### src/rtl/instr_fetch_queue.sv
// Fetch stage: owns the fetch PC, reads instruction memory and queues {pc, instr} for decode.
// Optional misaligned-redirect detection and halt is enabled by defining FETCH_MISALIGN_CHECK_EN.
module instr_fetch_queue #(
    parameter int unsigned           ADDR_WIDTH = 32,
    parameter int unsigned           DEPTH      = 2,
    parameter logic [ADDR_WIDTH-1:0] RESET_PC   = '0
) (
    input  logic                  clk,
    input  logic                  rst,
    output logic [ADDR_WIDTH-1:0] imem_addr,
    input  logic [31:0]           imem_instr,
    input  logic                  redirect_valid,
    input  logic [ADDR_WIDTH-1:0] redirect_pc,
    output logic                  out_valid,
    input  logic                  out_ready,
    output logic [31:0]           out_instr,
    output logic [ADDR_WIDTH-1:0] out_pc
`ifdef FETCH_MISALIGN_CHECK_EN
    ,
    output logic                  out_misaligned
`endif
);

    localparam int unsigned PtrW = (DEPTH > 1) ? $clog2(DEPTH) : 1;
    localparam int unsigned CntW = PtrW + 1;

    logic [ADDR_WIDTH-1:0] fetch_pc_q, fetch_pc_d;
    logic [PtrW-1:0]       rd_ptr_q, rd_ptr_d;
    logic [PtrW-1:0]       wr_ptr_q, wr_ptr_d;
    logic [CntW-1:0]       count_q, count_d;
    logic [ADDR_WIDTH-1:0] ent_pc_q    [DEPTH];
    logic [ADDR_WIDTH-1:0] ent_pc_d    [DEPTH];
    logic [31:0]           ent_instr_q [DEPTH];
    logic [31:0]           ent_instr_d [DEPTH];

    logic                  pop;
    logic                  push;
    logic                  full;
    logic                  halted;
    logic [ADDR_WIDTH-1:0] redirect_aligned;

    // Low two bits of the target are dropped: instructions are word aligned.
    assign redirect_aligned = {redirect_pc[ADDR_WIDTH-1:2], 2'b00};

`ifdef FETCH_MISALIGN_CHECK_EN
    logic misaligned_q, misaligned_d;

    assign halted         = misaligned_q;
    assign out_misaligned = misaligned_q;

    always_comb begin
        misaligned_d = misaligned_q;
        if (redirect_valid) begin
            misaligned_d = |redirect_pc[1:0];
        end
    end

    always_ff @(posedge clk or posedge rst) begin
        if (rst) begin
            misaligned_q <= 1'b0;
        end else begin
            misaligned_q <= misaligned_d;
        end
    end
`else
    logic unused_redirect_lsb;

    assign unused_redirect_lsb = ^redirect_pc[1:0];
    assign halted              = 1'b0;
`endif

    assign imem_addr = fetch_pc_q;
    assign out_valid = (count_q != '0);
    assign out_pc    = ent_pc_q[rd_ptr_q];
    assign out_instr = ent_instr_q[rd_ptr_q];

    assign full = (count_q == CntW'(DEPTH));
    assign pop  = out_valid & out_ready;
    // A pop frees a slot in the same cycle, so a full queue can still accept.
    assign push = ~redirect_valid & (~full | pop) & ~halted;

    always_comb begin
        fetch_pc_d  = fetch_pc_q;
        rd_ptr_d    = rd_ptr_q;
        wr_ptr_d    = wr_ptr_q;
        count_d     = count_q;
        ent_pc_d    = ent_pc_q;
        ent_instr_d = ent_instr_q;

        if (redirect_valid) begin
            fetch_pc_d = redirect_aligned;
            rd_ptr_d   = '0;
            wr_ptr_d   = '0;
            count_d    = '0;
        end else begin
            if (push) begin
                ent_pc_d[wr_ptr_q]    = fetch_pc_q;
                ent_instr_d[wr_ptr_q] = imem_instr;
                wr_ptr_d              = wr_ptr_q + PtrW'(1);
                fetch_pc_d            = fetch_pc_q + ADDR_WIDTH'(4);
            end
            if (pop) begin
                rd_ptr_d = rd_ptr_q + PtrW'(1);
            end
            count_d = count_q + CntW'(push) - CntW'(pop);
        end
    end

    always_ff @(posedge clk or posedge rst) begin
        if (rst) begin
            fetch_pc_q <= RESET_PC;
            rd_ptr_q   <= '0;
            wr_ptr_q   <= '0;
            count_q    <= '0;
            for (int i = 0; i < int'(DEPTH); i++) begin
                ent_pc_q[i]    <= '0;
                ent_instr_q[i] <= '0;
            end
        end else begin
            fetch_pc_q  <= fetch_pc_d;
            rd_ptr_q    <= rd_ptr_d;
            wr_ptr_q    <= wr_ptr_d;
            count_q     <= count_d;
            ent_pc_q    <= ent_pc_d;
            ent_instr_q <= ent_instr_d;
        end
    end

endmodule
### config.mk
export PLATFORM = sky130hd
export DESIGN_NAME = instr_fetch_queue
export DESIGN_NICKNAME = d
export VERILOG_FILES = /design/src/rtl/instr_fetch_queue.sv
export SDC_FILE = /design/constraint.sdc
export NUM_CORES = 1
export LEC_CHECK = 0
export CAP_MARGIN = 10
export CORE_AREA = 2 2 131 133
export DETAILED_ROUTE_END_ITERATION = 10
export DIE_AREA = 0 0 133 135
export PLACE_DENSITY = 0.8
export SLEW_MARGIN = 20
export SYNTH_ARGS = -nofsm -noshare
export SYNTH_HDL_FRONTEND = slang
export SYNTH_SLANG_ARGS = --single-unit
### constraint.sdc
create_clock -name clk -period 5.9 [get_ports clk]
set_input_delay 1.18 -clock clk [delete_from_list [all_inputs] [get_ports clk]]
set_output_delay 1.18 -clock clk [all_outputs]
set_load 0.005 [all_outputs]
## After elaboration in Yosys (flattened, before gate mapping)

Index checks and enable logic that the tools add are counted.

| word-level totals | value |
|---|---|
| input bits | 68 |
| register bits | 164 |
| output and inout port bits | 97 |

| operators by class | value |
|---|---|
| multiplexer cells | 17 |
| bitwise logic cells | 7 |
| reduce and logical (&&, ||, !) cells | 5 |
| equality and inequality tests | 1 |
| $lt $le $gt $ge | 3 |
| $add $sub $neg | 5 |

Operators with widths:

| cell | number |
|---|---|
| $mux W32 | 9 |
| $bwmux W64 | 2 |
| $add A32 B3 Y32 const B | 1 |
| $demux W32 S1 | 1 |
| $reduce_bool A2 Y1 | 3 |
| $ge A2 B2 Y1 const B | 2 |
| $mux W1 | 4 |
| $not A1 Y2 | 2 |
| $add A1 B1 Y1 const B | 2 |
| $add A2 B1 Y2 | 1 |
| $and A1 B1 Y1 | 2 |
| $eq A2 B2 Y1 const B | 1 |
| $lt A2 B1 Y1 const B | 1 |
| $mux W2 | 1 |
| $not A1 Y1 | 2 |
| $reduce_and A2 Y1 | 1 |
| $sub A2 B1 Y2 | 1 |
| $logic_and A1 B1 Y1 | 1 |
| $or A1 B1 Y1 | 1 |

## Longest topological paths before layout

| depth | value |
|---|---|
| depth in word-level cells | 7 |
| gate-level depth with buffers | 9 |
| mapped depth without buffers | 8 |

## Least setup slack after synthesis

OpenSTA, ideal clock, no wires.

| timing | value |
|---|---|
| path kind | in2reg |
| from | input port redirect_valid |
| to | register ent_instr_q[32] (netlist bit) |
| path slack | 3.149 ns |
| arrival | 2.626 ns |
| stages on the path | 6 |
| required time | 5.775 ns |
| path buffers | 3 |
| cells stage by stage | clkbuf_1 > or2_2 > clkbuf_1 > nor2_1 > buf_2 > mux2_2 |

| between the ends | value |
|---|---|
| cells in the longest elaborated chain, start to end | 3 |

RTL lines:

| item | RTL line | RTL |
|---|---|---|
| start, declared | 12 | `input logic redirect_valid,` |
| $not A1 Y1 (no line) (*) | n/a |  |
| $and A1 B1 Y1 | 80 | `assign push = ~redirect_valid & (~full \| pop) & ~halted;` |
| $reduce_and A2 Y1 (no line) (*) | n/a |  |
| end signal, assigned | 125 | `ent_instr_q <= ent_instr_d;` |
| end, declared | 33 | `logic [31:0] ent_instr_q [DEPTH];` |

Mark *: on every way between the ends. The rest lies on a longest branch, timed or not.
A chain may end at the register's enable or synchronous reset.

## Worst setup path after layout

| timing | value |
|---|---|
| from | register rd_ptr_q |
| to | output port out_pc[29] |

| between the ends | value |
|---|---|
| cells in the longest elaborated chain, start to end | 4 |

RTL lines:

| item | RTL line | RTL |
|---|---|---|
| start, declared | 28 | `logic [PtrW-1:0] rd_ptr_q, rd_ptr_d;` |
| start signal, assigned | 121 | `rd_ptr_q <= rd_ptr_d;` |
| $not A1 Y2 (implied by the code) | 74 | `assign out_pc = ent_pc_q[rd_ptr_q];` |
| $mux W32 (implied by the code) (3 in series) | 74 |  |
| end, declared | 17 | `output logic [ADDR_WIDTH-1:0] out_pc` |

Every way passes these cells. The select of a mux whose other input is x is not followed.

==> summary.txt <==
Detailed routing
  – Total wirelength of the detailed-routed design: approximately 17000 um
  – WL per Instance: approximately 18 um
  – Average vias per placed instance: 5.392
  – Initial detailed-routing violation count: 240
  – Vias: around 5000
  – 1st-pass router iterations: 4
  – DRT antenna net count: 0
  – Post-detailed-route DRC marker count: 0

CTS
  – Number of clock buffers inserted by TritonCTS: 17
  – CTS-repair resized insts: 0
  – Clock transition at the registers of the reported paths: 0.06 ns
  – Largest buffer count on any clock path: 2
  – CTS tree: built
  – Setup Buffers After CTS: 0
  – Clock sink count: 158
  – Clk_lat worst skew: 0.41 ns
  – Count of hold buffers inserted by post-cts repair: 0
  – H-tree levels: 4
  – Clock tree root driver cell: clkbuf_16

Logic synthesis
  – Netlist Area Pre-Place: approximately 7300 um2
  – Number of library cell types mapped by synthesis: 38
  – Commonest register cell after synthesis: dfrtp_1
  – Post-synthesis sequential element count: 158
  – Compound-gate portion of the synthesized area: 3.553%
  – Simple logic cell fraction of the synthesized area: 7.947%
  – Number of enable flip-flop cells after synthesis: 0
  – Synth Area in Adders: 0.5149%
  – Multiplexer area fraction after synthesis: 29.18%
  – Combinational family with the most area after synthesis: multiplexers
  – Mean Syn Cell Area: around 13 um2
  – Ys Warns: 0
  – Post-synthesis cell count: 556
  – Sequential fraction of the synthesis area: 54.24%
  – Proportion of register bits with asynchronous set or reset after synthesis: 100.0%
  – Xor and xnor area share after synthesis: 1.802%

Floorplan
  – I/O pin cnt: between 150 and 200
  – Initial core utilization: 44.43%
  – Die footprint: 17960 um2
  – Core area: 16410 um2
  – Die height: between 100 and 150 um
  – Die boundary width: 133 um
  – Placement Rows: 47

Setup path
  – Worst-path fanout max: 43
  – Critical path launch point type: flip-flop
  – Worst Path Class, Setup: flip-flop to output port
  – Type of destination of the critical path: output port
  – WP data arrival: ~2.6 ns
  – CP Data Required Time: approximately 4.7 ns

Placement
  – Port buffer count: ~160
  – Number of placed instances with taps included: 904
  – DPL Wire Length: roughly 11000 um
  – Worst slack at placement: 2.034 ns
  – RD Place Congestion: 0.7719

STA
  – Final worst setup slack: 2.159 ns
  – Ratio of final minimum period to clock period: 63.40%
  – Pins over their slew limit: 0
  – Highest clock rate: 0.2673 GHz
  – Total count of hold-check failures in the final report: 0
  – Final-layout setup total negative slack: 0 ns
  – Max-slew headroom at the worst pin: between 30% and 40%
  – Tmin final: between 3 and 4 ns
  – Setup-failing EPs final: 0
  – Worst-margin pin slew: 0.9700 ns
  – Worst Clk Skew: approximately 0.0062 ns
  – RSZ-0062 raised after global routing: false

Cells and area
  – Finished Layout Cells: 936
  – Count of nets after finishing: 774
  – Fraction of final layout cells sized beyond drive strength 1: between 30% and 40%
  – Signed area change from the synthesized netlist to the final layout: 32.49%
  – Final design utilization: 58.87%
  – Number of antenna diodes: 0

Power and ir drop
  – Static leakage: ~3.8 nW
  – Peak VDD IR: between 0.2 and 0.25 mV
  – Net switching power of the design: about 1.2 mW
  – Cell-internal power: 3.246 mW
  – Power density of the placed cells: 457.4 nW/um2
  – Sequential cell fraction of total power: 40.0%
  – Comb power frac: 35.2%
  – Net Sw Frac: 26.53%
  – Clock group share of total power: between 20% and 30%

Global route
  – Global router's overall resource usage: between 10% and 20%
  – Pin count of the biggest net entering global routing: ~120
  – Wire length of the first global-routing pass: 27500 um
  – Remaining global-route overflow: 0
  – Number of antenna violations at the first check in global routing: 0
  – Vias in the first global route: roughly 5400

Outcome
  – Run status: finished clean

Job
  – Max-capacitance violation count: 0

Hold path
  – Hold WC Path Type: flip-flop to flip-flop
==> metal layers <==
metal  global-route usage [%]  up-vias  wire (um)
li1                         -     2313          -
met1                    23.72     2534       7017
met2                    33.02      177       8369
met3                    4.655       23        910
met4                    7.168        0        306
met5                        0        -          0
==> flip-flops by register name (all words and copies together) (netlist names) <==
name         count
count_q          2
wr_ptr_q         1
rd_ptr_q         1
ent_instr_q     64
imem_addr       30
ent_pc_q        60
==> cells in the final DEF, fill, tap and decap left out, types with 4 or more instances in the layout <==
cell type and count:
and4_1 4, clkbuf_16 17, nand3_1 12, xnor2_1 12
conb_1 4, nand2_1 21, clkbuf_1 7, or4_1 13
o31ai_1 7, or3_1 6, a31oi_1 13, o21ai_0 17
mux2_2 188, inv_1 4, dfrtp_1 157, nand4_1 8
clkdlybuf4s50_1 158, nor2_1 18, o211ai_1 4
==> logic make-up (layout without fill, tap and decap cells) <==
family | after synthesis | in the layout
fa+ha+maj | 3 | 3
other cells | 1 | 4
buf+inv | 44 | 201
xor+xnor | 15 | 15
flops | 158 | 158
simple gates | 104 | 104
compound gates | 42 | 42
mux | 189 | 189
==> Yosys cell counts (2+ instances only) <==
cell type / n / area (um2)
a31oi_1: 13 / 81.33
and4_1: 4 / 35.03
buf_1: 3 / 11.26
buf_2: 14 / 70.07
buf_4: 4 / 30.03
clkbuf_1: 17 / 63.81
dfrtp_1: 158 / 3954
ha_1: 3 / 37.54
inv_1: 5 / 18.77
mux2_2: 188 / 2117
nand2_1: 21 / 78.83
nand3_1: 12 / 60.06
nand4_1: 8 / 50.05
nor2_1: 20 / 75.07
nor2b_1: 3 / 18.77
nor3_1: 3 / 15.01
nor3b_1: 2 / 15.01
nor4_1: 2 / 12.51
o211ai_1: 4 / 30.03
o21ai_0: 17 / 85.08
o31ai_1: 7 / 52.55
or2_2: 2 / 12.51
or3_1: 6 / 37.54
or4_1: 13 / 97.59
xnor2_1: 12 / 105.1
xor2_1: 3 / 26.28
==> worst paths after layout <==
check	startpoint	end	slack [ns]	depth (start not counted)
max in group asynchronous	rst	ent_instr_q[36]$_DFFE_PP0P_	3.55	3
worst min-delay path	ent_pc_q[31]$_DFFE_PP0P_	ent_pc_q[31]$_DFFE_PP0P_	0.50	1
worst max-delay path	rd_ptr_q$_DFFE_PP0P_	out_pc[29]	2.16	3
worst max register to register	count_q[1]$_DFF_PP0_	ent_pc_q[16]$_DFFE_PP0P_	3.38	5
worst min register to register	ent_pc_q[31]$_DFFE_PP0P_	ent_pc_q[31]$_DFFE_PP0P_	0.50	1
min in group asynchronous	rst	ent_instr_q[26]$_DFFE_PP0P_	1.34	2
==> power groups by stage <==
stage                     Clock, mW  Sequential, mW  Combinational [mW]
after CTS                      1.12            1.77                1.58
after detailed placement          0            1.79                1.57
after global routing           1.17            1.83                1.67
after floorplan                   0            1.66               0.889
final                          1.10            1.77                1.55
after global placement            0            1.74                1.53
==> cell type report <==
| class | instances | area [um2] |
|---|---|---|
| clock buffers | 26 | 479.2 |
| inverters | 6 | 30.03 |
| repair buffers | 163 | 1644 |
| fillers | 1278 | 6749 |
| well taps | 220 | 275.3 |
| clock inverters | 6 | 107.6 |
| flip-flops and latches | 158 | 3958 |
| multi-input cells | 357 | 3164 |
==> stage by stage <==
stage               power (mW)  instance area, um2  hold slack (ns)
floorplan                2.549                7301           0.4750
global placement         3.266                9066           0.4827
detailed placement       3.354                9066           0.4901
CTS                      4.470                9653           0.5033
global route             4.675                9658           0.5136
finish                   4.417                9658           0.5013
==> worst max-delay path, cell delays in order (launching register included) <==
cell and delay (ns):
dfrtp_4 0.87, buf_4 0.42, mux2_2 0.38, clkdlybuf4s50_1 0.47
No activity file was read; power rests on OpenSTA's default activity.
